===== config.mk =====
export PLATFORM = sky130hd
export DESIGN_NAME = i2s_dac_tx
export DESIGN_NICKNAME = d
export VERILOG_FILES = /design/src/rtl/i2s_pkg.sv /design/src/rtl/i2s_bclk_gen.sv /design/src/rtl/i2s_dac_tx.sv
export SDC_FILE = /design/constraint.sdc
export NUM_CORES = 1
export LEC_CHECK = 0
export CAP_MARGIN = 20
export CORE_MARGIN = 5
export CORE_UTILIZATION = 45
export DETAILED_ROUTE_END_ITERATION = 8
export PLACE_DENSITY = 0.69
export SYNTH_ARGS = -nofsm -noshare
export SYNTH_HDL_FRONTEND = slang
export SYNTH_SLANG_ARGS = --single-unit
export TNS_END_PERCENT = 20

===== constraint.sdc =====
create_clock -name i_clk -period 3.5 [get_ports i_clk]
set_clock_uncertainty 0.2 [all_clocks]
set_input_delay 1.05 -clock i_clk [delete_from_list [all_inputs] [get_ports i_clk]]
set_output_delay 1.05 -clock i_clk [all_outputs]
set_load 0.02 [all_outputs]

===== src/rtl/i2s_pkg.sv =====
// i2s_pkg: shared defaults, FSM state encoding and slot-position constants
// for the I2S DAC transmitter.
package i2s_pkg;

  localparam int I2S_DATA_W    = 24;
  localparam int I2S_SLOT_W    = 32;
  localparam int I2S_BCLK_HALF = 8;

  localparam logic [0:0] ST_IDLE = 1'b0;
  localparam logic [0:0] ST_RUN  = 1'b1;

  // Slot positions: bit 0 of each slot is the one-BCLK I2S delay after LRCK moves.
  localparam int FIRST_DATA_BIT = 1;
  localparam int LAST_DATA_BIT  = I2S_DATA_W;

  function automatic logic in_data_window(input int k, input int data_w);
    return (k >= FIRST_DATA_BIT) && (k <= data_w);
  endfunction

endpackage


===== src/rtl/i2s_bclk_gen.sv =====
// i2s_bclk_gen: divides i_clk down to BCLK and flags the cycles on which
// BCLK toggles falling (fall_tick) or rising (rise_tick).
module i2s_bclk_gen #(
  parameter int BCLK_HALF = 8
) (
  input  logic i_clk,
  input  logic i_rst,
  output logic o_bclk,
  output logic o_fall_tick,
  output logic o_rise_tick
);

  localparam int DIV_W = (BCLK_HALF > 1) ? $clog2(BCLK_HALF) : 1;
  localparam logic [DIV_W-1:0] DIV_LAST = DIV_W'(BCLK_HALF - 1);

  logic [DIV_W-1:0] div_q, div_d;
  logic             bclk_q, bclk_d;
  logic             term_s;

  // Divider next state: toggle BCLK at terminal count.
  always_comb begin
    term_s = (div_q == DIV_LAST);
    if (term_s) begin
      div_d  = {DIV_W{1'b0}};
      bclk_d = ~bclk_q;
    end else begin
      div_d  = div_q + {{(DIV_W-1){1'b0}}, 1'b1};
      bclk_d = bclk_q;
    end
  end

  // Divider state registers.
  always_ff @(posedge i_clk) begin
    if (i_rst) begin
      div_q  <= {DIV_W{1'b0}};
      bclk_q <= 1'b0;
    end else begin
      div_q  <= div_d;
      bclk_q <= bclk_d;
    end
  end

  assign o_bclk      = bclk_q;
  assign o_fall_tick = term_s & bclk_q;
  assign o_rise_tick = term_s & ~bclk_q;

endmodule


===== src/rtl/i2s_dac_tx.sv =====
// i2s_dac_tx: master-mode I2S transmitter with one-deep left/right holding registers.
// Defining I2S_DAC_TX_UNDERRUN_CNT_EN adds a saturating 16-bit underrun counter port.
module i2s_dac_tx
  import i2s_pkg::*;
#(
  parameter int DATA_W    = I2S_DATA_W,
  parameter int SLOT_W    = I2S_SLOT_W,
  parameter int BCLK_HALF = I2S_BCLK_HALF
) (
  input  logic              i_clk,
  input  logic              i_rst,
  input  logic [DATA_W-1:0] i_l_data,
  input  logic              i_l_valid,
  output logic              o_l_ready,
  input  logic [DATA_W-1:0] i_r_data,
  input  logic              i_r_valid,
  output logic              o_r_ready,
  output logic              o_bclk,
  output logic              o_daclrck,
  output logic              o_dacdat,
  output logic              o_underrun
`ifdef I2S_DAC_TX_UNDERRUN_CNT_EN
  ,
  output logic [15:0]       o_underrun_cnt
`endif
);

  localparam int CNT_W = $clog2(2 * SLOT_W);
  localparam int IDX_W = (DATA_W > 1) ? $clog2(DATA_W) : 1;
  localparam logic [CNT_W-1:0] CNT_LAST = CNT_W'(2 * SLOT_W - 1);
  localparam logic [CNT_W-1:0] SLOT_LEN = CNT_W'(SLOT_W);
  localparam logic [CNT_W-1:0] CNT_ONE  = CNT_W'(1);

  logic              bclk_s, fall_tick_s, rise_tick_s;
  logic              boundary_s, both_full_s, load_s, l_take_s, r_take_s;
  logic [CNT_W-1:0]  nxt_cnt_s, k_s;
  logic              nxt_lrck_s, bit_s, in_win_s;
  logic [IDX_W-1:0]  idx_s;

  logic [DATA_W-1:0] l_hold_q, l_hold_d, r_hold_q, r_hold_d;
  logic [DATA_W-1:0] frame_l_q, frame_l_d, frame_r_q, frame_r_d;
  logic              l_full_q, l_full_d, r_full_q, r_full_d;
  logic              l_ready_q, l_ready_d, r_ready_q, r_ready_d;
  logic [0:0]        state_q, state_d;
  logic [CNT_W-1:0]  bit_cnt_q, bit_cnt_d;
  logic              stage_lrck_q, stage_lrck_d, stage_dat_q, stage_dat_d;
  logic              lrck_q, lrck_d, dat_q, dat_d, underrun_q, underrun_d;

  i2s_bclk_gen #(
    .BCLK_HALF (BCLK_HALF)
  ) u_bclk_gen (
    .i_clk       (i_clk),
    .i_rst       (i_rst),
    .o_bclk      (bclk_s),
    .o_fall_tick (fall_tick_s),
    .o_rise_tick (rise_tick_s)
  );

  // Handshake capture and frame-boundary transfer from holding to frame registers.
  always_comb begin
    l_take_s    = i_l_valid & l_ready_q;
    r_take_s    = i_r_valid & r_ready_q;
    boundary_s  = fall_tick_s & (bit_cnt_q == CNT_LAST);
    both_full_s = l_full_q & r_full_q;
    load_s      = boundary_s & ((state_q == ST_RUN) | both_full_s);
    underrun_d  = boundary_s & (state_q == ST_RUN) & ~both_full_s;

    l_hold_d = l_take_s ? i_l_data : l_hold_q;
    r_hold_d = r_take_s ? i_r_data : r_hold_q;

    // A write only lands in an empty register, so it wins over the load's clear.
    if (l_take_s) begin
      l_full_d = 1'b1;
    end else if (load_s) begin
      l_full_d = 1'b0;
    end else begin
      l_full_d = l_full_q;
    end
    if (r_take_s) begin
      r_full_d = 1'b1;
    end else if (load_s) begin
      r_full_d = 1'b0;
    end else begin
      r_full_d = r_full_q;
    end
    l_ready_d = ~l_full_d;
    r_ready_d = ~r_full_d;

    if (load_s) begin
      frame_l_d = l_full_q ? l_hold_q : {DATA_W{1'b0}};
      frame_r_d = r_full_q ? r_hold_q : {DATA_W{1'b0}};
    end else begin
      frame_l_d = frame_l_q;
      frame_r_d = frame_r_q;
    end
  end

  // FSM: leave IDLE only when a boundary finds both channels loaded.
  always_comb begin
    case (state_q)
      ST_IDLE: state_d = (boundary_s & both_full_s) ? ST_RUN : ST_IDLE;
      ST_RUN:  state_d = ST_RUN;
      default: state_d = ST_IDLE;
    endcase
  end

  // Slot mapping: stage the next bit on BCLK rise, launch it on BCLK fall.
  always_comb begin
    nxt_cnt_s  = (bit_cnt_q == CNT_LAST) ? {CNT_W{1'b0}} : (bit_cnt_q + CNT_ONE);
    nxt_lrck_s = (nxt_cnt_s >= SLOT_LEN);
    k_s        = nxt_lrck_s ? (nxt_cnt_s - SLOT_LEN) : nxt_cnt_s;
    idx_s      = IDX_W'(DATA_W - int'(k_s));
    in_win_s   = in_data_window(int'(k_s), DATA_W);
    bit_s      = nxt_lrck_s ? frame_r_q[idx_s] : frame_l_q[idx_s];

    if (rise_tick_s) begin
      stage_lrck_d = nxt_lrck_s;
      stage_dat_d  = (state_q == ST_RUN) & in_win_s & bit_s;
    end else begin
      stage_lrck_d = stage_lrck_q;
      stage_dat_d  = stage_dat_q;
    end

    if (fall_tick_s) begin
      bit_cnt_d = nxt_cnt_s;
      lrck_d    = stage_lrck_q;
      dat_d     = stage_dat_q;
    end else begin
      bit_cnt_d = bit_cnt_q;
      lrck_d    = lrck_q;
      dat_d     = dat_q;
    end
  end

  // State registers; reset discards any frame in progress and held data.
  always_ff @(posedge i_clk) begin
    if (i_rst) begin
      l_hold_q     <= {DATA_W{1'b0}};
      r_hold_q     <= {DATA_W{1'b0}};
      frame_l_q    <= {DATA_W{1'b0}};
      frame_r_q    <= {DATA_W{1'b0}};
      l_full_q     <= 1'b0;
      r_full_q     <= 1'b0;
      l_ready_q    <= 1'b0;
      r_ready_q    <= 1'b0;
      state_q      <= ST_IDLE;
      bit_cnt_q    <= {CNT_W{1'b0}};
      stage_lrck_q <= 1'b0;
      stage_dat_q  <= 1'b0;
      lrck_q       <= 1'b0;
      dat_q        <= 1'b0;
      underrun_q   <= 1'b0;
    end else begin
      l_hold_q     <= l_hold_d;
      r_hold_q     <= r_hold_d;
      frame_l_q    <= frame_l_d;
      frame_r_q    <= frame_r_d;
      l_full_q     <= l_full_d;
      r_full_q     <= r_full_d;
      l_ready_q    <= l_ready_d;
      r_ready_q    <= r_ready_d;
      state_q      <= state_d;
      bit_cnt_q    <= bit_cnt_d;
      stage_lrck_q <= stage_lrck_d;
      stage_dat_q  <= stage_dat_d;
      lrck_q       <= lrck_d;
      dat_q        <= dat_d;
      underrun_q   <= underrun_d;
    end
  end

  assign o_bclk     = bclk_s;
  assign o_daclrck  = lrck_q;
  assign o_dacdat   = dat_q;
  assign o_underrun = underrun_q;
  assign o_l_ready  = l_ready_q;
  assign o_r_ready  = r_ready_q;

`ifdef I2S_DAC_TX_UNDERRUN_CNT_EN
  logic [15:0] ucnt_q, ucnt_d;

  // Saturating underrun count.
  always_comb begin
    if (underrun_d && (ucnt_q != 16'hFFFF)) begin
      ucnt_d = ucnt_q + 16'd1;
    end else begin
      ucnt_d = ucnt_q;
    end
  end

  // Underrun counter register.
  always_ff @(posedge i_clk) begin
    if (i_rst) begin
      ucnt_q <= 16'd0;
    end else begin
      ucnt_q <= ucnt_d;
    end
  end

  assign o_underrun_cnt = ucnt_q;
`endif

endmodule


# Word-level counts from Yosys, hierarchy flattened
# Cells that the tools add are included.
[totals] in_bits=52 register_bits=116
[op_classes] order_cmp=4 reduce_logical=2 n_bitwise=18 n_mux=15 n_addsub=4 eq_ne=2
[ops] op="24-bit 2-to-1 mux" count=2
[ops] op="1-bit AND" count=12
[ops] op="6-bit 2-to-1 mux" count=2
[ops] op="1-bit binary-select mux with 5-bit select" count=2
[ops] op="1-bit 2-to-1 mux" count=8
[ops] op="6-bit by 1-bit adder with 6-bit output (second input constant)" count=1
[ops] op="6-bit equality test (second input constant)" count=1
[ops] op="6-bit by 1-bit greater-or-equal comparator with 1-bit output (second input constant)" count=1
[ops] op="6-bit greater-or-equal comparator (second input constant)" count=1
[ops] op="6-bit by 5-bit <= comparator with 1-bit output (second input constant)" count=1
[ops] op="5-bit by 6-bit < comparator with 1-bit output (second input constant)" count=1
[ops] op="6-bit subtractor (second input constant)" count=1
[ops] op="1-bit NOT" count=5
[ops] op="5-bit subtractor (first input constant)" count=1
[ops] op="3-bit by 1-bit adder with 3-bit output (second input constant)" count=1
[ops] op="3-bit equality test (second input constant)" count=1
[ops] op="1-bit case mux with 2 select lines" count=1
[ops] op="2-bit OR reduction" count=1
[ops] op="1-bit logical AND" count=1
[ops] op="1-bit bitwise OR" count=1

# Depth between registers and ports, before layout
# Gate-level depths: netlist of the first run.
[logic_depth] ltp_word=9 mapped_depth=10 depth_no_buf=8

# Hierarchy
# Synthesis of the first run repeated with hierarchy kept, for this count alone.
[hier_totals] cells_unflattened=596 hier_area_um2=4899.7
[modules_own_cells] mod="i2s_dac_tx" n_inst=1 area_per_inst_um2=4748.3 cells_per_inst=583
[modules_own_cells] mod="i2s_bclk_gen" n_inst=1 area_per_inst_um2=151.4 cells_per_inst=13

# Worst setup path before layout of the first run
# Ideal clock, no wire load.
[synth_timing] path_type="flip-flop to flip-flop" start="reg bit_cnt_q[0]" end="reg stage_dat_q" stages_incl_launch_ff=8 path_slack_ns=1.003 synth_period_minus_slack_ns=2.497 required_ns=3.168 arrival_time_ns=2.165 path_cell_list="dfxtp_1 inv_1 ha_1 clkbuf_1 mux4_1 mux2_2 o22ai_1 o32ai_2"
[synth_between] elab_chain_cells=9 word_cells_on_any_way=17
[synth_rtl] element="from (decl)" line_no="i2s_dac_tx.sv:45" source="logic [CNT_W-1:0] bit_cnt_q, bit_cnt_d;"
[synth_rtl] element="from (signal assigned)" line_no="i2s_dac_tx.sv:147" source="bit_cnt_q <= {CNT_W{1'b0}};"
[synth_rtl] element="from (signal assigned)" line_no="i2s_dac_tx.sv:163" source="bit_cnt_q <= bit_cnt_d;"
[synth_rtl] element="6-bit by 1-bit adder with 6-bit output or 6-bit equality test (tied branches)" line_no="i2s_dac_tx.sv:109" source="nxt_cnt_s = (bit_cnt_q == CNT_LAST) ? {CNT_W{1'b0}} : (bit_cnt_q + CNT_ONE);"
[synth_rtl] element="6-bit 2-to-1 mux *" line_no="i2s_dac_tx.sv:109"
[synth_rtl] element="6-bit subtractor or 6-bit greater-or-equal comparator (tied branches)" line_no="i2s_dac_tx.sv:111, i2s_dac_tx.sv:110"
[synth_rtl] element="6-bit 2-to-1 mux *" line_no="i2s_dac_tx.sv:111" source="k_s = nxt_lrck_s ? (nxt_cnt_s - SLOT_LEN) : nxt_cnt_s;"
[synth_rtl] element="via k_s[1]" line_no="i2s_dac_tx.sv:36" source="logic [CNT_W-1:0] nxt_cnt_s, k_s;"
[synth_rtl] element="5-bit subtractor" line_no="i2s_dac_tx.sv:112" source="idx_s = IDX_W'(DATA_W - int'(k_s));"
[synth_rtl] element="1-bit binary-select mux with 5-bit select" line_no="i2s_dac_tx.sv:114" source="bit_s = nxt_lrck_s ? frame_r_q[idx_s] : frame_l_q[idx_s];"
[synth_rtl] element="1-bit 2-to-1 mux (implied by the code)" line_no="i2s_dac_tx.sv:114"
[synth_rtl] element="1-bit 2-to-1 mux" line_no="i2s_dac_tx.sv:114"
[synth_rtl] element="1-bit AND *" line_no="i2s_dac_tx.sv:118" source="stage_dat_d = (state_q == ST_RUN) & in_win_s & bit_s;"
[synth_rtl] element="to (signal assigned)" line_no="i2s_dac_tx.sv:165" source="stage_dat_q <= stage_dat_d;"
[synth_rtl] element="to (decl)" line_no="i2s_dac_tx.sv:46" source="logic stage_lrck_q, stage_lrck_d, stage_dat_q, stage_dat_d;"
# The timed path passes the listed nets; every way through them passes the cells marked *. The select of a mux whose other input is x is not followed.
# A chain may end at the register's enable or synchronous reset.

# Final worst setup path of the first run
[layout_timing] start="reg u_bclk_gen.bclk_q, in the netlist u_bclk_gen.o_bclk" end="out o_bclk"
[layout_lines] element="from (decl)" line_no="i2s_bclk_gen.sv:17" source="logic bclk_q, bclk_d;"
[layout_lines] element="from (signal assigned)" line_no="i2s_bclk_gen.sv:39" source="bclk_q <= bclk_d;"
[layout_lines] element="to (decl)" line_no="i2s_dac_tx.sv:18" source="output logic o_bclk,"
# No word-level cell between the ends.

==> flow_metrics.tcl, run 1 <==
set metrics [dict create \
    end_kind "primary output" \
    relSlewSlack_pct 41.42 \
    syn_inst 605 \
    final_cells 794 \
    crit_type "reg2out" \
    postCtsSetupRepairBufs 0 \
    arrival_ns 1.53 \
    crit_family "buffers and inverters" \
    critPathLaunchType "flop" \
    routedWlPerCell_um 13.82 \
    numCtsBuffers 17 \
    fin_tns_setup_ns 0 \
    place.gp.congestion 0.9382 \
    seq_area_frac_synth_pct 47.55 \
    final.min_clock_period_ns 2.785 \
    drc_errors 0 \
    insertion_delay_ns 0.51 \
    start_util_pct 45.45 \
    track_usage_pct 17.58 \
    synth_ff_type "dfxtp_1" \
    ys_seq_elements 116 \
    synth.most_common_cell "nand2_1" \
    portBuffers 57 \
    period_share_pct 79.56 \
    met3_length_um 357 \
    fin_hold_ws_ns 0.2239 \
    h-tree-depth 4 \
    nets 697 \
    drt_iter0_markers 219 \
    worstPathMaxFanout 5 \
    post_cts_resized 0 \
    cts_sinks 116 \
    p_total_uw 3215 \
    p_leak_uw 0.002053 \
    yosys-top-cells-area "dfxtp_1, nand2_1, a21oi_1, nand3_1, clkbuf_1" \
    yosys-top-cells-count "nand2_1, dfxtp_1, a21oi_1" \
    grt_pass1_wl_um 18770 \
    final_util_pct 56.43 \
    wl_met1_um 5193 \
    drt_pass1_iterations 4 \
    highest_layer "met4" \
    max-clock-path-buffers 2 \
    wl_met2_um 5202 \
    dpl.hpwl_um 7520 \
    synth_cell_types 61 \
    grt_max_degree 54 \
    die_h_um 114.2 \
    fillers 1007 \
    worstPathCellList "clkdlybuf4s50_1" \
    synth.avg_cell_area_um2 8.072 \
    cts_tree "done" \
    synth_async_sr_flop_share_pct 0 \
    vias_per_cell 5.368 \
    area.growth.synth_to_final_pct 24.16 \
    worst_slew_pin_slew_ns 0.8775 \
    totalWireLength_um 10980 \
    synthesis.nets 661 \
    slowest_stage "clkdlybuf4s50_1" \
    outcome "finished, final reports clean" \
    cts_hold_buffers 0 \
    antenna_cells 0 \
    antenna_found_initial 0 \
    vdd_ir_drop_max_v 0.0003206 \
    clk_pin_slew_ns 0.05 \
    die_width_um 114.2 \
    synth_edf_count 0 \
    clockRootBuffer "clkbuf_8" \
    synthesis.area_um2 4883 \
    dieArea_um2 13040 \
    slew_violations 0 \
    worstPathRequired_ns 2.25 \
    route.vias.total 4262 \
    setup-violations-final 0 \
    hold_class "reg2reg" \
    io_pins 58 \
    yosys_warnings 0 \
    numPlacedInstances 762 \
    final_layout_size_suffix_gt1_share_pct 7.951 \
    gr-total-overflow 0 \
    timing.fmax_mhz 359.1 \
    synth_top_area_share_pct 47.55 \
    grt_pass1_vias 4032 \
    maxCapViolCount 0 \
    p_per_area_nw_per_um2 530.2 \
    max_stage_delay_ns 0.63 \
    rows 38 \
    core-area_um2 10750 \
    hold_violations 0 \
    antenna_left 0 \
    netlist.top_cell.by_area "dfxtp_1" \
    multi_input_area_um2 2327 \
    grt_setup_unrepaired "no" \
    cp_num_buf_inv 1 \
    regArea_um2 2322 \
]
==> layer usage <==
| metal | track usage [%] | vias up |
|---|---|---|
| met5 | 0 | - |
| met4 | 6.730 | 0 |
| met3 | 4.387 | 18 |
| met2 | 28.26 | 74 |
| met1 | 22.81 | 2016 |
| li1 | - | 2154 |
==> metrics by stage <==
stage	instance area (µm²)	setup WS, ns
floorplan	4883	1.003
CTS	6063	0.6790
detailed placement	5483	0.8088
global route	6063	0.5581
finish	6063	0.7152
global placement	5483	0.8396
==> path summary, 6_finish.rpt <==
check                                               startpoint                              to  slack (ns)  depth (start not counted)
worst min register to register  u_bclk_gen.div_q[0]$_SDFF_PP0_  u_bclk_gen.div_q[0]$_SDFF_PP0_        0.22                          1
worst max-delay path            u_bclk_gen.o_bclk$_SDFFE_PP0N_                          o_bclk        0.72                          1
worst max register to register       bit_cnt_q[0]$_SDFFE_PP0P_        stage_dat_q$_SDFFE_PP0P_        0.78                          8
worst min-delay path            u_bclk_gen.div_q[0]$_SDFF_PP0_  u_bclk_gen.div_q[0]$_SDFF_PP0_        0.22                          1
==> cells by family after synthesis <==
group           after synthesis  synth area share [%]
compound gates              145                 17.30
xor+xnor                      7                 1.255
fa+ha+maj                     4                 1.025
buf+inv                      55                 4.868
flops                       116                 47.55
mux                           8                 2.946
simple gates                270                 25.06
==> flip-flops by register name, summed over array words and instances (netlist names) <==
signal / count
bit_cnt_q: 6
frame_l_q: 24
frame_r_q: 24
l_full_q: 1
l_hold_q: 24
o_dacdat: 1
o_daclrck: 1
o_l_ready: 1
o_r_ready: 1
o_underrun: 1
r_full_q: 1
r_hold_q: 24
stage_dat_q: 1
stage_lrck_q: 1
state_q: 1
u_bclk_gen.div_q: 3
u_bclk_gen.o_bclk: 1
==> layout by cell type (no fill, tap or decap), drive strengths merged, types with 6 or more instances in the layout <==
cell type / count
nand2: 166
inv: 7
clkdlybuf4s50: 56
nand3: 53
and2: 9
a21oi: 110
nor2: 12
dfxtp: 116
buf: 10
xnor2: 6
clkbuf: 19
clkinv: 6
==> area by class of cell <==
cell class,count,area share (%)
Clock buffer,19,6.954
Clock inverter,13,2.621
Inverter,6,0.3714
Multi-Input combinational cell,434,38.38
Sequential cell,116,38.30
Tap cell,140,2.889
Timing Repair Buffer,66,10.48
==> where the power goes <==
part / total [µW] / internal (µW) / switching [µW]
Clock: 1680 / 1080 / 598
Combinational: 152 / 79.8 / 72.4
Sequential: 1380 / 1350 / 28.3
Power figures use the tool's default switching activity.
==> run 2: changes to the inputs <==
==> constraint.sdc (replaced) <==
create_clock -name i_clk -period 2.6 [get_ports i_clk]
set_clock_uncertainty 0.2 [all_clocks]
set_input_delay 0.78 -clock i_clk [delete_from_list [all_inputs] [get_ports i_clk]]
set_output_delay 0.78 -clock i_clk [all_outputs]
set_load 0.02 [all_outputs]
==> run 2 against run 1 <==
Net effect: total power up 33%; setup slack worse by 0.64 ns; die area unchanged; clock-buffer cell count up 2; first-iteration DRC count up 14%; core utilization up 1.6 points; final cell count up 2.3%; global-route usage up 1.9 points; critical path type unchanged; largest cell class unchanged.
==> flow_metrics.tcl, run 2 (same netlist as run 1, synthesis figures left out) <==
set metrics [dict create \
    routedWlPerCell_um 14.63 \
    drc_errors 0 \
    totalWireLength_um 11880 \
    p_total_uw 4279 \
    r2r-start "bit_cnt_q[0]$_SDFFE_PP0P_" \
    h-tree-depth 4 \
    vias_per_cell 5.340 \
    rows 38 \
    max_stage_delay_ns 0.64 \
    final_util_pct 58.06 \
    worstPathMaxFanout 5 \
    track_usage_pct 19.48 \
    vdd_ir_drop_max_v 0.0003574 \
    grt_pass1_vias 4312 \
    period_share_pct 96.94 \
    critical_path.endpoint "o_bclk" \
    antenna_found_initial 0 \
    grt_pass1_wl_um 20420 \
    layout_common_cells "nand2_1, dfxtp_1, a21oi_1" \
    hold_class "reg2reg" \
    io_pins 58 \
    area.growth.synth_to_final_pct 27.75 \
    slew_violations 0 \
    die_width_um 114.2 \
    fin_tns_setup_ns 0 \
    fillers 1052 \
    timing.fmax_mhz 396.7 \
    die_h_um 114.2 \
    rr_worst_depth 9 \
    cts_sinks 116 \
    place.gp.congestion 0.8574 \
    maxCapViolCount 0 \
    reg2reg_to "stage_dat_q$_SDFFE_PP0P_" \
    cp_num_buf_inv 1 \
    core-area_um2 10750 \
    clk_pin_slew_ns 0.06 \
    grt_setup_unrepaired "no" \
    switching_share_pct 21.38 \
    path_depth 1 \
    worst_slew_pin_slew_ns 0.6080 \
    worstPathRequired_ns 1.62 \
    p_clk_share_pct 51.4 \
    clockRootBuffer "clkbuf_8" \
    drt_pass1_iterations 4 \
    power_frac_comb_pct 5.4 \
    relSlewSlack_pct 59.46 \
    power_frac_seq_pct 43.2 \
    slowest_stage "clkdlybuf4s50_1" \
    crit_type "reg2out" \
    antenna_left 0 \
    arrival_ns 1.54 \
    insertion_delay_ns 0.51 \
    end_kind "primary output" \
    antenna_cells 0 \
    p_leak_uw 0.002167 \
    final_layout_size_suffix_gt1_share_pct 10.86 \
    cts_hold_buffers 0 \
    hold_violations 0 \
    portBuffers 57 \
    nets 715 \
    switchingPower_uw 915.1 \
    route.vias.total 4336 \
    p_int_uw 3364 \
    r2r_slack_ns 0.20 \
    grt_max_degree 51 \
    postCtsSetupRepairBufs 0 \
    critPathLaunchType "flop" \
    p_per_area_nw_per_um2 685.9 \
    worstPathCellList "clkdlybuf4s50_1" \
    dpl.hpwl_um 8552 \
    outcome "finished, final reports clean" \
    setup-violations-final 0 \
    final.min_clock_period_ns 2.520 \
    numCtsBuffers 17 \
    dieArea_um2 13040 \
    cts_tree "done" \
    crit_family "buffers and inverters" \
    gr-total-overflow 0 \
    drt_iter0_markers 250 \
    post_cts_resized 0 \
    final_common_cell "nand2_1" \
    startpoint "u_bclk_gen.o_bclk$_SDFFE_PP0N_" \
    max-clock-path-buffers 2 \
    start_util_pct 45.45 \
]
[run 2: cell count changes in the layout (fill, tap and decap cells not counted)]
cell / change
clkbuf_1: -1
dfxtp_2: +1
dfxtp_1: -1
ha_1: -1
buf_12: +4
clkinvlp_4: -2
clkinv_4: -2
ha_2: +1
buf_4: +14
bufinv_16: -1
clkbuf_8: +3
clkinv_2: +4
inv_6: -1
[run 2: through the flow]
stage               area [µm²]  setup WS (ns)  instances  hold slack, ns
floorplan                 4883         0.1029        605          0.2043
global placement          5668         0.1789        780          0.2122
detailed placement        5668         0.1067        780          0.2415
CTS                       6235        0.04810        812          0.2498
global route              6238        0.01730        812          0.2672
finish                    6238        0.07951        812          0.2399
[run 2: final cells by class]
class	instances	area [µm²]	area share [%]
clock buffers	21	459.2	7.361
clock inverters	11	107.6	1.725
inverters	6	22.52	0.3610
multi-input cells	434	2330	37.34
flip-flops and latches	116	2323	37.24
well taps	140	175.2	2.808
repair buffers	84	820.8	13.16
[run 2: worst min-delay path by stage]
stage	start	to	cells past startpoint
after CTS	u_bclk_gen.div_q[0]$_SDFF_PP0_	u_bclk_gen.div_q[0]$_SDFF_PP0_	1
after global routing	u_bclk_gen.div_q[0]$_SDFF_PP0_	u_bclk_gen.div_q[0]$_SDFF_PP0_	1
final	u_bclk_gen.div_q[0]$_SDFF_PP0_	u_bclk_gen.div_q[0]$_SDFF_PP0_	1
after global placement	u_bclk_gen.div_q[0]$_SDFF_PP0_	u_bclk_gen.div_q[0]$_SDFF_PP0_	1
after floorplan	u_bclk_gen.div_q[0]$_SDFF_PP0_	u_bclk_gen.div_q[0]$_SDFF_PP0_	1
after detailed placement	u_bclk_gen.div_q[0]$_SDFF_PP0_	u_bclk_gen.div_q[0]$_SDFF_PP0_	1
[run 2: metal layers]
| layer | vias up | share of wire [%] | GRT usage [%] |
|---|---|---|---|
| li1 | 2201 | - | - |
| met1 | 2035 | 47 | 25.58 |
| met2 | 87 | 48 | 31.73 |
| met3 | 13 | 3.8 | 4.704 |
| met4 | 0 | 1.3 | 6.097 |
| met5 | - | 0 | 0 |
[run 2: power by group through the flow]
stage	clock [µW]	combinational [µW]	sequential, µW
after global placement	0	226	1880
after CTS	2240	234	1850
final	2200	231	1850
after global routing	2320	259	1850
after detailed placement	0	232	1880
after floorplan	0	114	1880
==> patch (config.mk and constraints of run 1) <==
Change the package constant `I2S_BCLK_HALF` from 8 to 4.
--- a/src/rtl/i2s_pkg.sv
+++ b/src/rtl/i2s_pkg.sv
@@ -4,7 +4,7 @@
 
   localparam int I2S_DATA_W    = 24;
   localparam int I2S_SLOT_W    = 32;
-  localparam int I2S_BCLK_HALF = 8;
+  localparam int I2S_BCLK_HALF = 4;
 
   localparam logic [0:0] ST_IDLE = 1'b0;
   localparam logic [0:0] ST_RUN  = 1'b1;
Function: changed (Yosys sat finds a counterexample within 10 cycles, from zero or initial values and one cycle with i_rst high).
==> patch against run 1 <==
Synthesized cell count is 1.2% higher. Synthesized area is 1.5% higher. Sequential cell count is 1 lower. Non-clock buffer count is 3 higher. Global-route usage is 0.42 points higher. Design area is 1.5% higher. Combinational power is 20% higher. Total power is 0.72% lower. Setup slack worse by 0.32 ns. Maximum frequency is 10% lower. Routed wire length is 3.1% higher. Critical endpoint is now stage_dat_q$_SDFFE_PP0P_. Largest cell class unchanged. Largest power group unchanged.
==> patch: results (changes against run 1) <==
- Root Driver: clkbuf_8
- Fillers: 980 (-2.7%)
- Clk slew on worst S/H paths: 0.06 ns
- CP max FO: 15 (+10)
- Hold path start: u_bclk_gen.div_q[0]$_SDFF_PP0_
- Via density: 5.45 (+1.6%)
- Number of synthesis warnings: 0 (unchanged)
- ANT cells: 0 (unchanged)
- Syn_nets: 668 (+1.1%)
- Compound-Gate Fraction of Synth Area: 16.1% (-1.2 points)
- H-tree levels: 4 (unchanged)
- Yosys cell types: 53 (-13%)
- Placed cell area: 0.00559 mm^2 (+2.0%)
- First DRT Iteration DRCs: 232 (+5.9%)
- Maximum VDD drop: 0.000265 V (-17%)
- Outcome: complete, no violations
- Vias in the first global route: 4,219 (+4.6%)
- Routability congestion estimate: 0.866 (-7.7%)
- Reg2Reg Setup Slack: 0.39 ns (-0.39 ns)
- Layout Nets: 703 (+0.86%)
- Synth Area in Adders: 1.01% (-0.016 points)
- Hold slack: 0.225 ns (+0.00120 ns)
- Most common library cells after synthesis: nand2_1 (162), dfxtp_1 (115), a21oi_1 (108), nand3_1 (51), clkbuf_1 (37)
- Hold path endpoint: u_bclk_gen.div_q[0]$_SDFF_PP0_
- Ys async rst share: 0% (unchanged)
- Critical R2R Capture: stage_dat_q$_SDFFE_PP0P_
- WL/cell: 14.2 um (+2.6%)
- Largest net degree at the start of global routing: 74 (+37%)
- Hold path cells: 1 (unchanged)
- Largest cells by area after synthesis: dfxtp_1 (46%), nand2_1 (12%), a21oi_1 (11%)
- Clk buf depth: 2 (unchanged)
- Hold_buf cts: 0 (unchanged)
- CP arrival: 3.33 ns (+1.80 ns)
- Worst r2r src: bit_cnt_q[0]$_SDFFE_PP0P_
- R2R cell count: 8 (unchanged)
- Total CTS buffers: 17 (unchanged)
- XOR/XNOR share of the synthesized area: 1.72% (+0.46 points)
- Number of gates resized after CTS: 0 (unchanged)
- Skew-Pair Late Insertion Delay: 0.51 ns (about the same)
- Leak: 2.06 nW (+0.37%)
- Hold Crit Class: register to register
- Slew @ Worst Pin: 0.811 ns (-0.0670 ns)
- Mux share of post-synthesis cell area: 5.98% (+3.0 points)
- GRT Total Usage: 18.0% (+0.42 points)
- Number of buffers added on ports: 57 (unchanged)
- # Post-CTS Setup Buffers: 0 (unchanged)
- Sequential element share of the synthesized area: 46.4% (-1.1 points)
- Drt first pass iters: 5 (+1)
- Initial antenna violation count: 0 (unchanged)
- Share of cells above drive strength 1: 8.21% (+0.26 points)
- CP Class: register to register
- Hpwl dp: 7530 um (+0.11%)
- Global-route wire length before repair: 19,500 um (+3.6%)
==> patch: changes by cell type after synthesis, sizes merged, moves of 4 or more <==
cell	change
nor3	+8
and2	-6
mux2i	+13
nand2	-4
or3	+6
==> patch: power breakdown <==
group | total [W] | switching (W) | internal, W
registers | 0.00137 | 0.0000194 | 0.00135
clock network | 0.00164 | 0.000587 | 0.00106
logic | 0.000183 | 0.0000940 | 0.0000891
total | 0.00319 | 0.000700 | 0.00249
==> patch: per-layer routing <==
metal / GRT usage (%) / up-vias / wire length [um]
met4: 5.56 / 0 / 144
met2: 30.1 / 91 / 5540
li1: - / 2178 / -
met1: 22.6 / 2068 / 5170
met3: 5.11 / 15 / 466
met5: 0 / - / 0
==> patch: cells by family (layout without fill, tap and decap cells) <==
family                   Yosys count  count (layout)
AO/OA/AOI/OAI                    137             137
XOR/XNOR                           8               8
adder cells (fa/ha/maj)            4               4
buffers and inverters             57             103
flip-flops                       115             115
multiplexers                      22              22
AND/OR/NAND/NOR                  269             269
==> patch: critical path, stage by stage (launching register included) <==
cell      delay [ns]
dfxtp_1         0.55
ha_1            0.57
and3_1          0.44
nor3_1          0.07
or3_1           0.31
a222oi_1        0.35
mux2i_1         0.12
and3_1          0.20
o31ai_1         0.21
==> patch: cell type report <==
cell class	count	area [um^2]	share of cell area, %
Inverter	4	15.0	0.244
Multi-Input combinational cell	440	2430	39.4
Clock buffer	21	459	7.46
Timing Repair Buffer	69	671	10.9
Clock inverter	9	106	1.73
Tap cell	140	175	2.84
Sequential cell	115	2300	37.4
==> patch: stage by stage <==
stage                     utilization [%]  setup slack [ns]  instances
after detailed placement             51.6             0.457        768
final                                56.8             0.391        798
after CTS                            56.8             0.391        798
after global placement               51.6             0.512        768
after global routing                 56.8             0.142        798
after floorplan                         -             0.445        612
